$ cat src/rtl/cascade_stage_ctrl.sv
// -----------------------------------------------------------------------------
// cascade_stage_ctrl
//   Stage sequencer for the cascade classifier. For one detection window it
//   walks stages 0..N_STAGES-1. For each stage it reads the stage threshold
//   from the threshold ROM, accepts the accumulated stage sum from the feature
//   engine, and does a signed compare of the two. The window ends on the first
//   failing stage (reject) or after the last stage passes (detect).
//
// Ports
//   clk            in   clock, rising edge
//   rst            in   asynchronous active-high reset (aborts a window, no result)
//   start          in   begin a window; only looked at while idle
//   busy           out  high whenever the sequencer is not idle
//   rom_en         out  ROM read enable, one cycle per stage
//   rom_addr       out  ROM address (= current stage)
//   rom_data       in   ROM read data, valid the cycle after rom_en
//   stage_idx      out  current stage, for the feature engine
//   sum_valid      in   stage sum valid
//   sum_data       in   signed accumulated stage sum
//   sum_ready      out  sequencer is accepting a stage sum
//   result_valid   out  one-cycle pulse at window end
//   result_detect  out  1 = all stages passed, 0 = rejected
//   result_stage   out  last stage evaluated
// -----------------------------------------------------------------------------
module cascade_stage_ctrl #(
  parameter int W_DATA   = 11,
  parameter int W_ADDR   = 5,
  parameter int N_STAGES = 25,
  parameter int W_SUM    = 18
) (
  input  logic              clk,
  input  logic              rst,
  input  logic              start,
  output logic              busy,
  output logic              rom_en,
  output logic [W_ADDR-1:0] rom_addr,
  input  logic [W_DATA-1:0] rom_data,
  output logic [W_ADDR-1:0] stage_idx,
  input  logic              sum_valid,
  input  logic [W_SUM-1:0]  sum_data,
  output logic              sum_ready,
  output logic              result_valid,
  output logic              result_detect,
  output logic [W_ADDR-1:0] result_stage
);

  localparam logic [W_ADDR-1:0] LAST_STAGE = W_ADDR'(N_STAGES - 1);

  typedef enum logic [2:0] {
    S_IDLE     = 3'd0,
    S_FETCH    = 3'd1,
    S_LATCH    = 3'd2,
    S_WAIT_SUM = 3'd3,
    S_DONE     = 3'd4
  } state_t;

  state_t                    state_q;
  logic [W_ADDR-1:0]         stage_q;
  logic signed [W_SUM-1:0]   thr_q;
  logic                      busy_q;
  logic                      rom_en_q;
  logic                      sum_ready_q;
  logic                      result_valid_q;
  logic                      result_detect_q;
  logic [W_ADDR-1:0]         result_stage_q;

  logic                      sum_xfer_s;
  logic                      stage_pass_s;

  // A transfer only happens while the sequencer advertises ready, so a
  // sum_valid seen in FETCH/LATCH is never consumed.
  assign sum_xfer_s   = sum_valid & sum_ready_q;
  // Full-width signed compare; equality counts as a pass.
  assign stage_pass_s = ($signed(sum_data) >= thr_q);

  // Sequencer FSM; every output is a register updated together with the state
  // so that it is valid for exactly the cycle the FSM spends in that state.
  always_ff @(posedge clk or posedge rst) begin
    if (rst) begin
      state_q         <= S_IDLE;
      stage_q         <= {W_ADDR{1'b0}};
      thr_q           <= {W_SUM{1'b0}};
      busy_q          <= 1'b0;
      rom_en_q        <= 1'b0;
      sum_ready_q     <= 1'b0;
      result_valid_q  <= 1'b0;
      result_detect_q <= 1'b0;
      result_stage_q  <= {W_ADDR{1'b0}};
    end else begin
      // Single-cycle strobes default low.
      rom_en_q       <= 1'b0;
      result_valid_q <= 1'b0;
      case (state_q)
        S_IDLE: begin
          if (start) begin
            stage_q     <= {W_ADDR{1'b0}};
            state_q     <= S_FETCH;
            busy_q      <= 1'b1;
            rom_en_q    <= 1'b1;
          end else begin
            busy_q      <= 1'b0;
          end
          sum_ready_q   <= 1'b0;
        end
        S_FETCH: begin
          state_q       <= S_LATCH;
          sum_ready_q   <= 1'b0;
        end
        S_LATCH: begin
          // Signed size cast sign-extends the ROM threshold to the sum width.
          thr_q         <= W_SUM'($signed(rom_data));
          state_q       <= S_WAIT_SUM;
          sum_ready_q   <= 1'b1;
        end
        S_WAIT_SUM: begin
          if (sum_xfer_s) begin
            sum_ready_q <= 1'b0;
            if (!stage_pass_s) begin
              result_detect_q <= 1'b0;
              result_stage_q  <= stage_q;
              result_valid_q  <= 1'b1;
              state_q         <= S_DONE;
            end else if (stage_q == LAST_STAGE) begin
              // Last-stage check comes before any increment, so stage never wraps.
              result_detect_q <= 1'b1;
              result_stage_q  <= stage_q;
              result_valid_q  <= 1'b1;
              state_q         <= S_DONE;
            end else begin
              stage_q         <= stage_q + W_ADDR'(1'b1);
              rom_en_q        <= 1'b1;
              state_q         <= S_FETCH;
            end
          end else begin
            sum_ready_q <= 1'b1;
          end
        end
        S_DONE: begin
          state_q       <= S_IDLE;
          busy_q        <= 1'b0;
          sum_ready_q   <= 1'b0;
        end
        default: begin
          state_q       <= S_IDLE;
          busy_q        <= 1'b0;
          sum_ready_q   <= 1'b0;
        end
      endcase
    end
  end

  assign busy          = busy_q;
  assign rom_en        = rom_en_q;
  assign rom_addr      = stage_q;
  assign stage_idx     = stage_q;
  assign sum_ready     = sum_ready_q;
  assign result_valid  = result_valid_q;
  assign result_detect = result_detect_q;
  assign result_stage  = result_stage_q;

endmodule

$ cat config.mk
export PLATFORM = sky130hd
export DESIGN_NAME = cascade_stage_ctrl
export DESIGN_NICKNAME = d
export VERILOG_FILES = /design/src/rtl/cascade_stage_ctrl.sv
export SDC_FILE = /design/constraint.sdc
export NUM_CORES = 1
export LEC_CHECK = 0
export ABC_AREA = 1
export BUFFER_PORTS_ARGS = -buffer_cell sky130_fd_sc_hd__buf_2
export CAP_MARGIN = 20
export CORE_UTILIZATION = 47
export CTS_CLUSTER_SIZE = 24
export DETAILED_ROUTE_END_ITERATION = 8
export PLACE_DENSITY = 0.76
export SLEW_MARGIN = 0
export SYNTH_ARGS = -nofsm -noshare
export SYNTH_HDL_FRONTEND = slang
export SYNTH_SLANG_ARGS = --single-unit
$ cat constraint.sdc
create_clock -name clk -period 1.8 [get_ports clk]
set_input_delay 0.09 -clock clk [delete_from_list [all_inputs] [get_ports clk]]
set_output_delay 0.09 -clock clk [all_outputs]
set_load 0.03 [all_outputs]
After elaboration in Yosys (flattened, before gate mapping)

Cells that the tools add are included.

Logic and storage cells: 53
Input bits: 33
Output and inout bits: 20
Bits in registers: 29

Order comparisons: 1
Equal/unequal tests: 9
Multiplexer cells: 26
Bitwise operators: 1
Add/sub/neg operators: 1
Reduce and logical (&&, ||, !) cells: 6

Operator list:

| kind                                                            | count |
|---|---|
| 5-bit two-way mux                                               | 6 |
| 18-bit by 11-bit greater-or-equal comparator with 1-bit output  | 1 |
| 3-bit two-way mux                                               | 4 |
| 3-bit case mux with 4 select lines                              | 1 |
| 1-bit two-way mux                                               | 11 |
| 5-bit case mux with 2 select lines                              | 1 |
| 2-bit != test, second input constant                            | 4 |
| 3-bit by 2-bit == test with 1-bit output, second input constant | 2 |
| 1-bit case mux with 2 select lines                              | 3 |
| 5-bit by 1-bit adder with 5-bit output, second input constant   | 1 |
| 5-bit == test, second input constant                            | 1 |
| 5-bit AND reduction                                             | 1 |
| 3-bit by 1-bit == test with 1-bit output, second input constant | 1 |
| 3-bit zero test                                                 | 1 |
| 3-bit AND reduction                                             | 1 |
| 3-bit OR reduction                                              | 1 |
| 2-bit by 1-bit != test with 1-bit output, second input constant | 1 |
| 2-bit AND reduction                                             | 1 |
| 2-bit nonzero test                                              | 1 |
| 1-bit bitwise AND                                               | 1 |

Longest topological paths before layout

Depth after elaboration: 5
Gate-level depth with buffers: 16
Gate-level depth less buffers: 16

Worst setup path before layout

Ideal clock, no wire load.

Path kind: register to register
From: register, netlist name thr_q[10]
To: register result_stage_q[2], in the netlist result_stage[2]
Path slack: -0.137 ns
Setup time: 0.117 ns
Arrival: 1.820 ns
Data required time: 1.683 ns
Cell stages (with the launch flop): 15
Path buffers: 0
Period minus slack after synthesis: 1.937 ns
Path through: dfrtp_1 > inv_1 > ha_1 > nand2_1 > inv_1 > nand2_1 > nand2_1 > a21oi_1 > nand3_1 > nand2_1 > nand3_4 > nand2_4 > nand2_8 > nand2_2 > nand2_2

Word-level cells in the longest chain between the ends: 3
Elaborated cells on any way between the ends: 4
Classes of those cells: 1 x order compare; 1 x eq/ne; 1 x mux; 1 x reduce/logical

Ends and longest elaborated chain:

| element                                                            | line | source |
|---|---|---|
| 18-bit by 11-bit greater-or-equal comparator with 1-bit output (*) | 74   | `assign stage_pass_s = ($signed(sum_data) >= thr_q);` |
| 2-bit by 1-bit != test with 1-bit output (no line)                 | -    |  |
| 3-bit AND reduction (no line)                                      | -    |  |
| end signal: assignment                                             | 88   | `result_stage_q <= {W_ADDR{1'b0}};` |
| end signal: assignment                                             | 120  | `result_stage_q <= stage_q;` |
| end signal: assignment                                             | 126  | `result_stage_q <= stage_q;` |
| end: declaration                                                   | 65   | `logic [W_ADDR-1:0] result_stage_q;` |

Every way passes the cells marked *; elsewhere a longest branch is shown, timed or not.
A chain may end at the register's enable or synchronous reset.

Worst setup path in the final report

From: register, netlist name thr_q[10]
To: register result_stage_q[1], in the netlist result_stage[1]

Word-level cells in the longest chain between the ends: 3
Elaborated cells on any way between the ends: 4
Classes of those cells: 1 x order compare; 1 x eq/ne; 1 x mux; 1 x reduce/logical

Ends and longest elaborated chain:

| element                                                            | line |
|---|---|
| 18-bit by 11-bit greater-or-equal comparator with 1-bit output (*) | 74 |
| 2-bit by 1-bit != test with 1-bit output (no line)                 | - |
| 3-bit AND reduction (no line)                                      | - |

Marked as above.

==> impl_metrics.py <==
metrics = {
    "job": {
        "drv_cap": 0,
    },
    "grt": {
        "grt_pass1_wl_um": 6400,
        "antenna_found_initial": 0,
        "grt_overflow": 0,
        "grt_pass1_vias": 1547,
        "grt_max_degree": 30,
        "track_usage_pct": 19.7,
    },
    "cells_and_area": {
        "mostFrequentLayoutCells": "nand2_1 (53), buf_2 (52), inv_1 (33)",
        "final_util_pct": 62.6,
        "final_area_um2": 2330,
        "layout.nets": 339,
        "fin_cells": 335,
        "antennaDiodeCount": 0,
        "drive_above_1_share_pct": 34.1,
        "fillers": 337,
        "final_common_cell": "nand2_1",
        "syn_to_final_growth_pct": 25.7,
    },
    "yosys": {
        "ys_types": 24,
        "ys_warn_count": 0,
        "syn_inst": 224,
        "avgSynthCellArea_um2": 8.26,
        "synth_nets": 277,
        "yosysSeqAreaShare_pct": 39.2,
        "synth_area_um2": 1850,
        "yosys_register_bits": 29,
    },
    "sta": {
        "hold_violations": 0,
        "fin_skew_ps": 4.77,
        "setup_ws_ps": -123,
        "max_slew_margin_pct": 69.4,
        "min_period_over_period_pct": 107,
        "fmaxAchievable_mhz": 520,
        "worst_slew_pin_slew_ps": 455,
        "rsz0062_at_grt": "true",
        "slew_violations": 0,
        "layout_min_cycle_time_ps": 1920,
        "setup_viol": 15,
    },
    "setup_path": {
        "cp_data_arrival_time_ps": 2080,
        "cp-end-kind": "register",
        "worstPathRequired_ps": 1960,
        "criticalPathCategory": "register to register",
        "path_max_fanout": 9,
        "startpoint_type": "register",
    },
    "die": {
        "start_util_pct": 49.8,
        "ios": 53,
        "die_y_um": 64.7,
        "fp.dieW_um": 64.7,
        "rows": 22,
        "dieArea_um2": 4190,
        "core-area_um2": 3720,
    },
    "detailed_routing": {
        "top_layer_used": "met4",
        "dr.first_iter.drc_count": 99,
        "wl_met3_um": 113,
        "drt_wl_total_um": 3550,
        "vias": 1585,
        "drtAntennaViolNets": 0,
        "wl_met2_um": 1740,
        "first_pass_iters": 4,
        "viasPerCell": 4.73,
        "drt_drc_violations_left": 0,
        "met1_length_um": 1650,
        "wire_per_inst_um": 10.6,
    },
    "cts": {
        "htree_num_levels": 2,
        "numCtsBuffers": 5,
        "ctsLongestPathBuffers": 2,
        "path_clk_slew_ps": 60,
        "cts_tree": "built",
        "cts_root_buf": "clkbuf_8",
        "clk_latency_ps": 270,
        "clock-sinks": 29,
    },
    "status": {
        "status": "complete, but fails checks",
        "violations": "negative setup slack",
    },
    "placement": {
        "hpwl_um": 2880,
        "placed_area_um2": 2210,
        "pre_cts_slack_ps": -137,
        "io_buffer_count": 52,
        "dpl.cell_count": 326,
        "gp_congestion": 0.843,
    },
    "power": {
        "p_per_area_nw_per_um2": 1520,
        "p_leak_nw": 1.34,
        "vdd_ir_drop_max_v": 0.000656,
    },
    "min_path": {
        "min_path_type": "primary input to register",
    },
}
## kinds of logic (layout without fill, tap and decap cells)
family	after synthesis	after routing	synth area share, %
AO/OA/AOI/OAI	19	19	5.41
adder cells (fa/ha/maj)	20	20	13.5
AND/OR/NAND/NOR	112	112	31.1
XOR/XNOR	3	3	1.42
buffers and inverters	41	104	9.33
flip-flops	29	29	39.2
## metrics by stage
stage / setup TNS, ps / hold slack (ps) / power, mW
final: -1400 / 19.4 / 3.53
after global routing: -3790 / 34.3 / 3.88
after detailed placement: -1430 / 177 / 2.96
after floorplan: -12.8 / 168 / 2.45
after CTS: -1570 / 22.1 / 3.55
after global placement: -789 / 176 / 2.89
## routing by layer
layer / vias up / track usage [%]
met5: - / 0
met2: 45 / 34.8
met3: 4 / 2.64
li1: 831 / -
met1: 705 / 24.7
met4: 0 / 5.83
## where the power goes
| group | total [mW] | switching (mW) | internal (mW) |
|---|---|---|---|
| Clock | 0.581 | 0.236 | 0.345 |
| Combinational | 1.96 | 1.25 | 0.712 |
| Sequential | 0.984 | 0.101 | 0.884 |
## Yosys cell counts
library cell	instances	area share, %
nand2_1	54	11
inv_1	34	6.9
dfrtp_1	29	39
ha_1	20	14
nand2_2	16	5.4
nand3_1	15	4.1
nor2_1	11	2.2
o21ai_0	10	2.7
a21oi_1	7	1.9
buf_4	5	2.0
nand4_1	5	1.7
xor2_1	3	1.4
clkbuf_1	2	0.41
nor2_2	2	0.68
nor2_4	2	1.2
a21o_1	1	0.41
nand2_4	1	0.61
nand2_8	1	1.1
nand3_4	1	0.95
nand3b_1	1	0.41
nand4_2	1	0.68
nor3_1	1	0.27
nor3_4	1	0.88
o21bai_1	1	0.41
## worst max-delay path, cell delays in order, from the launching register on
cell     delay (ps)
dfrtp_1         390
inv_4           110
ha_1            250
nand2_1          90
inv_1            40
nand2_1          50
nand2_1          60
a21oi_2         180
nand3_1         120
nand2_2         100
nand3_4          80
nand2_4         140
nand2_8          90
nand2_2          70
nand2_2          40
## registers in the layout, summed over array words and instances, names as in the netlist
name,count
busy,1
result_detect,1
result_stage,5
result_valid,1
rom_addr,5
rom_en,1
state_q,3
sum_ready,1
thr_q,11
## final timing paths
| check | start | to | slack (ps) | depth (start not counted) |
|---|---|---|---|---|
| max in group asynchronous | rst | result_stage[0] | 1090 | 4 |
| min in group asynchronous | rst | thr_q[9] | 430 | 4 |
| worst max-delay path | thr_q[10] | result_stage[1] | -120 | 14 |
| worst min register to register | busy | busy | 480 | 2 |
| worst min-delay path | rom_data[3] | thr_q[3] | 20 | 3 |
| worst max register to register | thr_q[10] | result_stage[1] | -120 | 14 |
## cell type report
type / count / area (µm²) / share of cell area (%)
Clock buffer: 7 / 96.3 / 4.14
Clock inverter: 1 / 5.00 / 0.215
Timing Repair Buffer: 62 / 338 / 14.5
Sequential cell: 29 / 726 / 31.2
Multi-Input combinational cell: 154 / 971 / 41.7
Tap cell: 48 / 60.1 / 2.58
Inverter: 34 / 130 / 5.59
## what timing repair did
item / 4_1_cts / 5_1_grt
buffers inserted: 0 / 0
hold endpoints to repair: 29 / 0
gates resized for setup: 1 / 0
hold buffers: 1 / 0
setup endpoints to repair: 15 / 15
Note: power is estimated with default switching activity, not from simulation.
